--- config.mk ---
export PLATFORM = sky130hd
export DESIGN_NAME = rtc_cnt_ctrl_flat
export DESIGN_NICKNAME = d
export VERILOG_FILES = /design/src/rtl/rtc_cnt_ctrl_if.sv /design/src/rtl/rtc_cnt_ctrl.sv /design/src/flat_wrapper.sv
export SDC_FILE = /design/constraint.sdc
export NUM_CORES = 1
export LEC_CHECK = 0
export CORE_UTILIZATION = 30
export CTS_BUF_LIST = sky130_fd_sc_hd__clkbuf_16
export CTS_CLUSTER_DIAMETER = 150
export DETAILED_ROUTE_END_ITERATION = 12
export PLACE_DENSITY_LB_ADDON = 0.1
export SLEW_MARGIN = 10
export SYNTH_ARGS = -nofsm -noshare
export SYNTH_HDL_FRONTEND = slang
export SYNTH_SLANG_ARGS = --single-unit
--- constraint.sdc ---
create_clock -name rtc_clk -period 4.23 [get_ports rtc_clk]
set_input_delay 1.0575 -clock rtc_clk [delete_from_list [all_inputs] [get_ports rtc_clk]]
set_output_delay 1.0575 -clock rtc_clk [all_outputs]
set_load 0.05 [all_outputs]
--- src/rtl/rtc_cnt_ctrl_if.sv ---
// Signal bundle between the APB-side control registers and the rtc_clk-domain
// counter control stage.
interface rtc_cnt_ctrl_if #(
    parameter int PRE_W = 16
);
    logic             pdu_aou_en;
    logic [PRE_W-1:0] pdu_aou_prescale;
    logic             pdu_aou_wen_clr_tgl;
    logic [31:0]      pdu_aou_clr_data;
    logic             aou_pdu_clr_ack_tgl;
    logic             aou_pdu_en_sync;
    logic             cnt_en;
    logic             pdu_aou_wen_clr_sync;
    logic [31:0]      pdu_aou_clr_reg;

    modport master (
        output pdu_aou_en,
        output pdu_aou_prescale,
        output pdu_aou_wen_clr_tgl,
        output pdu_aou_clr_data,
        input  aou_pdu_clr_ack_tgl,
        input  aou_pdu_en_sync,
        input  cnt_en,
        input  pdu_aou_wen_clr_sync,
        input  pdu_aou_clr_reg
    );

    modport slave (
        input  pdu_aou_en,
        input  pdu_aou_prescale,
        input  pdu_aou_wen_clr_tgl,
        input  pdu_aou_clr_data,
        output aou_pdu_clr_ack_tgl,
        output aou_pdu_en_sync,
        output cnt_en,
        output pdu_aou_wen_clr_sync,
        output pdu_aou_clr_reg
    );
endinterface

--- src/rtl/rtc_cnt_ctrl.sv ---
// RTC counter control in the rtc_clk domain: synchronises enable and load-request
// toggle, generates the prescaled count tick and the one-cycle load strobe.
//
// state | meaning
// IDLE  | prescaler held at 0, no count ticks
// RUN   | prescaler counting, cnt_en pulses every prescale+1 cycles
module rtc_cnt_ctrl #(
    parameter int PRE_W       = 16,
    parameter int SYNC_STAGES = 2
) (
    input logic           rtc_clk,
    input logic           rtc_rst,
    rtc_cnt_ctrl_if.slave bus
);
    typedef enum logic {
        IDLE = 1'b0,
        RUN  = 1'b1
    } state_t;

    state_t                 state;
    state_t                 state_next;
    logic [SYNC_STAGES-1:0] en_pipe;
    logic [SYNC_STAGES-1:0] req_pipe;
    logic                   en_s;
    logic                   req_last;
    logic                   req_det;
    logic [PRE_W-1:0]       pre_cnt;
    logic [PRE_W-1:0]       pre_cnt_next;
    logic                   cnt_en_q;
    logic                   cnt_en_next;
    logic                   strobe;
    logic                   ack;
    logic [31:0]            clr_reg;

    assign en_s    = en_pipe[SYNC_STAGES-1];
    assign req_det = req_pipe[SYNC_STAGES-1] ^ req_last;

    always_ff @(posedge rtc_clk or posedge rtc_rst) begin
        if (rtc_rst) begin
            en_pipe  <= '0;
            req_pipe <= '0;
            req_last <= 1'b0;
        end else begin
            en_pipe  <= {en_pipe[SYNC_STAGES-2:0], bus.pdu_aou_en};
            req_pipe <= {req_pipe[SYNC_STAGES-2:0], bus.pdu_aou_wen_clr_tgl};
            req_last <= req_pipe[SYNC_STAGES-1];
        end
    end

    // Load data is held stable by the source until ack, so it is sampled directly.
    always_ff @(posedge rtc_clk or posedge rtc_rst) begin
        if (rtc_rst) begin
            strobe  <= 1'b0;
            ack     <= 1'b0;
            clr_reg <= '0;
        end else begin
            strobe <= req_det;
            if (req_det) begin
                clr_reg <= bus.pdu_aou_clr_data;
                ack     <= ~ack;
            end
        end
    end

    always_ff @(posedge rtc_clk or posedge rtc_rst) begin
        if (rtc_rst) begin
            state    <= IDLE;
            pre_cnt  <= '0;
            cnt_en_q <= 1'b0;
        end else begin
            state    <= state_next;
            pre_cnt  <= pre_cnt_next;
            cnt_en_q <= cnt_en_next;
        end
    end

    // >= rather than == so a prescale lowered below pre_cnt ticks at once.
    always_comb begin
        state_next   = state;
        pre_cnt_next = '0;
        cnt_en_next  = 1'b0;
        case (state)
            IDLE: begin
                if (en_s) state_next = RUN;
            end
            RUN: begin
                if (!en_s) begin
                    state_next = IDLE;
                end else if (!req_det) begin
                    if (pre_cnt >= bus.pdu_aou_prescale) cnt_en_next = 1'b1;
                    else pre_cnt_next = pre_cnt + PRE_W'(1);
                end
            end
            default: state_next = IDLE;
        endcase
    end

    assign bus.aou_pdu_en_sync      = en_s;
    assign bus.cnt_en               = cnt_en_q;
    assign bus.pdu_aou_wen_clr_sync = strobe;
    assign bus.aou_pdu_clr_ack_tgl  = ack;
    assign bus.pdu_aou_clr_reg      = clr_reg;
endmodule

--- src/flat_wrapper.sv ---
// flat-port wrapper written by rule: the top's interface ports become plain ports
module rtc_cnt_ctrl_flat 
#(
    parameter int PRE_W       = 16,
    parameter int SYNC_STAGES = 2
)
  (rtc_clk, rtc_rst, bus_pdu_aou_en, bus_pdu_aou_prescale, bus_pdu_aou_wen_clr_tgl, bus_pdu_aou_clr_data, bus_aou_pdu_clr_ack_tgl, bus_aou_pdu_en_sync, bus_cnt_en, bus_pdu_aou_wen_clr_sync, bus_pdu_aou_clr_reg);
  rtc_cnt_ctrl_if #(.PRE_W(PRE_W)) bus_i ();
  input logic rtc_clk;
  input logic rtc_rst;
  input wire logic [$bits(bus_i.pdu_aou_en)-1:0] bus_pdu_aou_en;
  input wire logic [$bits(bus_i.pdu_aou_prescale)-1:0] bus_pdu_aou_prescale;
  input wire logic [$bits(bus_i.pdu_aou_wen_clr_tgl)-1:0] bus_pdu_aou_wen_clr_tgl;
  input wire logic [$bits(bus_i.pdu_aou_clr_data)-1:0] bus_pdu_aou_clr_data;
  output wire logic [$bits(bus_i.aou_pdu_clr_ack_tgl)-1:0] bus_aou_pdu_clr_ack_tgl;
  output wire logic [$bits(bus_i.aou_pdu_en_sync)-1:0] bus_aou_pdu_en_sync;
  output wire logic [$bits(bus_i.cnt_en)-1:0] bus_cnt_en;
  output wire logic [$bits(bus_i.pdu_aou_wen_clr_sync)-1:0] bus_pdu_aou_wen_clr_sync;
  output wire logic [$bits(bus_i.pdu_aou_clr_reg)-1:0] bus_pdu_aou_clr_reg;
  assign bus_i.pdu_aou_en = bus_pdu_aou_en;
  assign bus_i.pdu_aou_prescale = bus_pdu_aou_prescale;
  assign bus_i.pdu_aou_wen_clr_tgl = bus_pdu_aou_wen_clr_tgl;
  assign bus_i.pdu_aou_clr_data = bus_pdu_aou_clr_data;
  assign bus_aou_pdu_clr_ack_tgl = bus_i.aou_pdu_clr_ack_tgl;
  assign bus_aou_pdu_en_sync = bus_i.aou_pdu_en_sync;
  assign bus_cnt_en = bus_i.cnt_en;
  assign bus_pdu_aou_wen_clr_sync = bus_i.pdu_aou_wen_clr_sync;
  assign bus_pdu_aou_clr_reg = bus_i.pdu_aou_clr_reg;
  rtc_cnt_ctrl #(.PRE_W(PRE_W), .SYNC_STAGES(SYNC_STAGES)) u_core (.rtc_clk(rtc_clk), .rtc_rst(rtc_rst), .bus(bus_i));
endmodule
==> impl_metrics.tcl <==
set metrics [dict create \
    drt-initial-drc-count 38 \
    cp.depth 8 \
    grt_overflow 0 \
    cts_setup_buffers 0 \
    numCtsBuffers 9 \
    min_to "u_core.en_pipe[1]" \
    worstReg2RegStart "u_core.pre_cnt[0]" \
    worst_slew_pin_slew_ns 0.750 \
    rows 33 \
    slew_headroom 0.500 \
    slew_violations 0 \
    final_cell_mix "clkdlybuf4s50_1 (87), dfrtp_1 (57), mux2_2 (32)" \
    clock_skew_ns 0.00564 \
    synth_area_per_cell_sq_um 12.4 \
    seq_area_frac_synth 0.548 \
    setup_viol 0 \
    power_density_mw_per_mm2 455 \
    cts_hold_buf 0 \
    p_leak_nw 1.71 \
    die_h_um 95.1 \
    end_kind "flop" \
    area_growth_pct 49.6 \
    start_util 0.313 \
    hold_path_startpoint "u_core.en_pipe[0]" \
    rr_endpoint "u_core.pre_cnt[15]" \
    io_pins 88 \
    root_buffer "clkbuf_16" \
    drive_above_1_share 0.171 \
    grt_max_degree 58 \
    antenna_found_initial 0 \
    gr-usage-all-layers 0.135 \
    fin_setup_tns_ns 0 \
    cpPeakStageDelay_ns 0.48 \
    n_antenna_cell 0 \
    path_class "in -> reg" \
    fin_ws_ns 1.37 \
    post_cts_resized 0 \
    drc 0 \
    die_area_sq_mm 0.00905 \
    ff2ff_setup_slack_ns 2.12 \
    arrival_ns 3.05 \
    fillers 785 \
    cp_slowest_cell "clkdlybuf4s50_1" \
    ant_nets 0 \
    final_hold_viol_count 0 \
    synth-seq-cells 57 \
    clkTransAtPathRegs_ns 0.05 \
    grt_pass1_wl_um 9090 \
    critPathRequiredTime_ns 4.42 \
    largest_reg_flops 32 \
    pre_cts_slack_ns 1.01 \
    synth_area_sq_mm 0.00260 \
    rsz0062_at_grt "no" \
    first_pass_iters 4 \
    synth_cells 209 \
    clk_latency_ns 0.32 \
    ys_warn_count 0 \
    fmax_mhz 350 \
    dpl.hpwl_um 3930 \
    outcome "complete, no violations" \
    cts_tree "yes" \
    fin_crit_ns 2.86 \
    final_common_cell "clkdlybuf4s50_1" \
    critical_path_buf_inv_count 2 \
    drv_cap 0 \
    rr_worst_depth 7 \
    synth.distinct_cells 30 \
    io_buffers 87 \
    nNetsFinal 374 \
    hold_path_class "reg -> reg" \
    startpoint_type "input port" \
    totalWireLength_um 5560 \
    vias_per_cell 4.47 \
    cp_cell_sequence "clkdlybuf4s50_1, inv_1, ha_1, nand4_1, or2_1, or4_4, nand4_4, nor2_1" \
    dieWidth_um 95.1 \
    cp_max_fo 16 \
    wl_per_cell_um 13.4 \
    grt_pass1_vias 1910 \
    final_cells 415 \
    whs_path_depth 0 \
    vias 1856 \
    crit_family "simple AND/OR/NAND/NOR gates" \
    syn-num-nets 278 \
    ir_drop_uv 234 \
    fp.coreArea_sq_mm 0.00830 \
    cts-htree-levels 3 \
    dp.cells 399 \
    clock_sinks 57 \
    final-seq-area_sq_mm 0.00143 \
    clockBufferDepth 2 \
    place.gp.congestion 0.693 \
    fin_crit_sh 0.676 \
    multi_input_area_sq_mm 0.00108 \
]
## area by class of cell
class / count / share of cell area
repair buffers: 89 / 0.228
inverters: 20 / 0.0193
multi-input cells: 128 / 0.279
well taps: 105 / 0.0338
clock buffers: 9 / 0.0579
flip-flops and latches: 57 / 0.367
clock inverters: 7 / 0.0161
## logic make-up after synthesis
kind of cell / Yosys count / synth area share
AND/OR/NAND/NOR: 52 / 0.105
multiplexers: 32 / 0.139
AO/OA/AOI/OAI: 11 / 0.0303
flip-flops: 57 / 0.548
adder cells (fa/ha/maj): 17 / 0.0818
buffers and inverters: 24 / 0.0390
XOR/XNOR: 16 / 0.0568
## report_power, final
group          leakage (nW)  internal, mW  switching (mW)
logic                 0.866         0.182           0.267
clock network         0.140         0.448           0.242
registers             0.704         0.602          0.0283
## worst max-delay path by stage
stage	to	start
after global placement	u_core.pre_cnt[2]	bus_pdu_aou_prescale[15]
after floorplan	u_core.pre_cnt[11]	bus_pdu_aou_prescale[6]
after CTS	u_core.pre_cnt[15]	bus_pdu_aou_prescale[15]
after detailed placement	u_core.pre_cnt[15]	bus_pdu_aou_prescale[15]
final	u_core.pre_cnt[15]	bus_pdu_aou_prescale[15]
after global routing	u_core.pre_cnt[15]	bus_pdu_aou_prescale[13]
## Yosys cell counts
cell       count  area [sq um]
a2111oi_0      1          8.76
a211o_1        2          17.5
a21o_1         1          7.51
a21oi_1        2          10.0
a221oi_1       1          8.76
and3_1         3          18.8
and4_1         1          8.76
buf_2          3          15.0
buf_6          1          11.3
dfrtp_1       57          1430
ha_1          17           213
inv_1         20          75.1
mux2_2        32           360
nand2_1        5          18.8
nand2b_1       1          6.26
nand3_1        8          40.0
nand4_1        5          31.3
nand4_4        1          21.3
nor2_1        22          82.6
nor2b_1        1          6.26
nor3_1         2          10.0
nor4_2         1          12.5
o21a_1         1          7.51
o21ai_0        2          10.0
o31a_1         1          8.76
or2_1          1          6.26
or4_4          1          11.3
xnor2_1        5          43.8
xor2_1        10          87.6
xor2_2         1          16.3
## worst reg2reg max path: stages (launching register included)
cell       delay [ns]
dfrtp_1          0.45
inv_1            0.07
ha_1             0.26
nand2b_1         0.14
a2111oi_0        0.42
or4_4            0.23
nand4_4          0.25
nor2_1           0.20
## per-layer routing
metal  vias up  GRT usage  share of wire  routed length, um
met3         8     0.0654          0.098                543
met4         0     0.0720          0.017                 93
met1       885      0.172           0.46               2560
met2        60      0.188           0.43               2370
met5         -          0              0                  0
li1        903          -              -                  -
## through the flow
step                total power [mW]  utilization  cell area, sq um  hold slack (ns)
floorplan                      0.915            -              2600            0.331
global placement                1.09        0.434              3600            0.334
detailed placement              1.10        0.434              3600            0.336
CTS                             1.80        0.469              3890            0.347
global route                    1.85        0.469              3890            0.348
finish                          1.77        0.469              3890            0.345
Note: power is estimated with default switching activity, not from simulation.
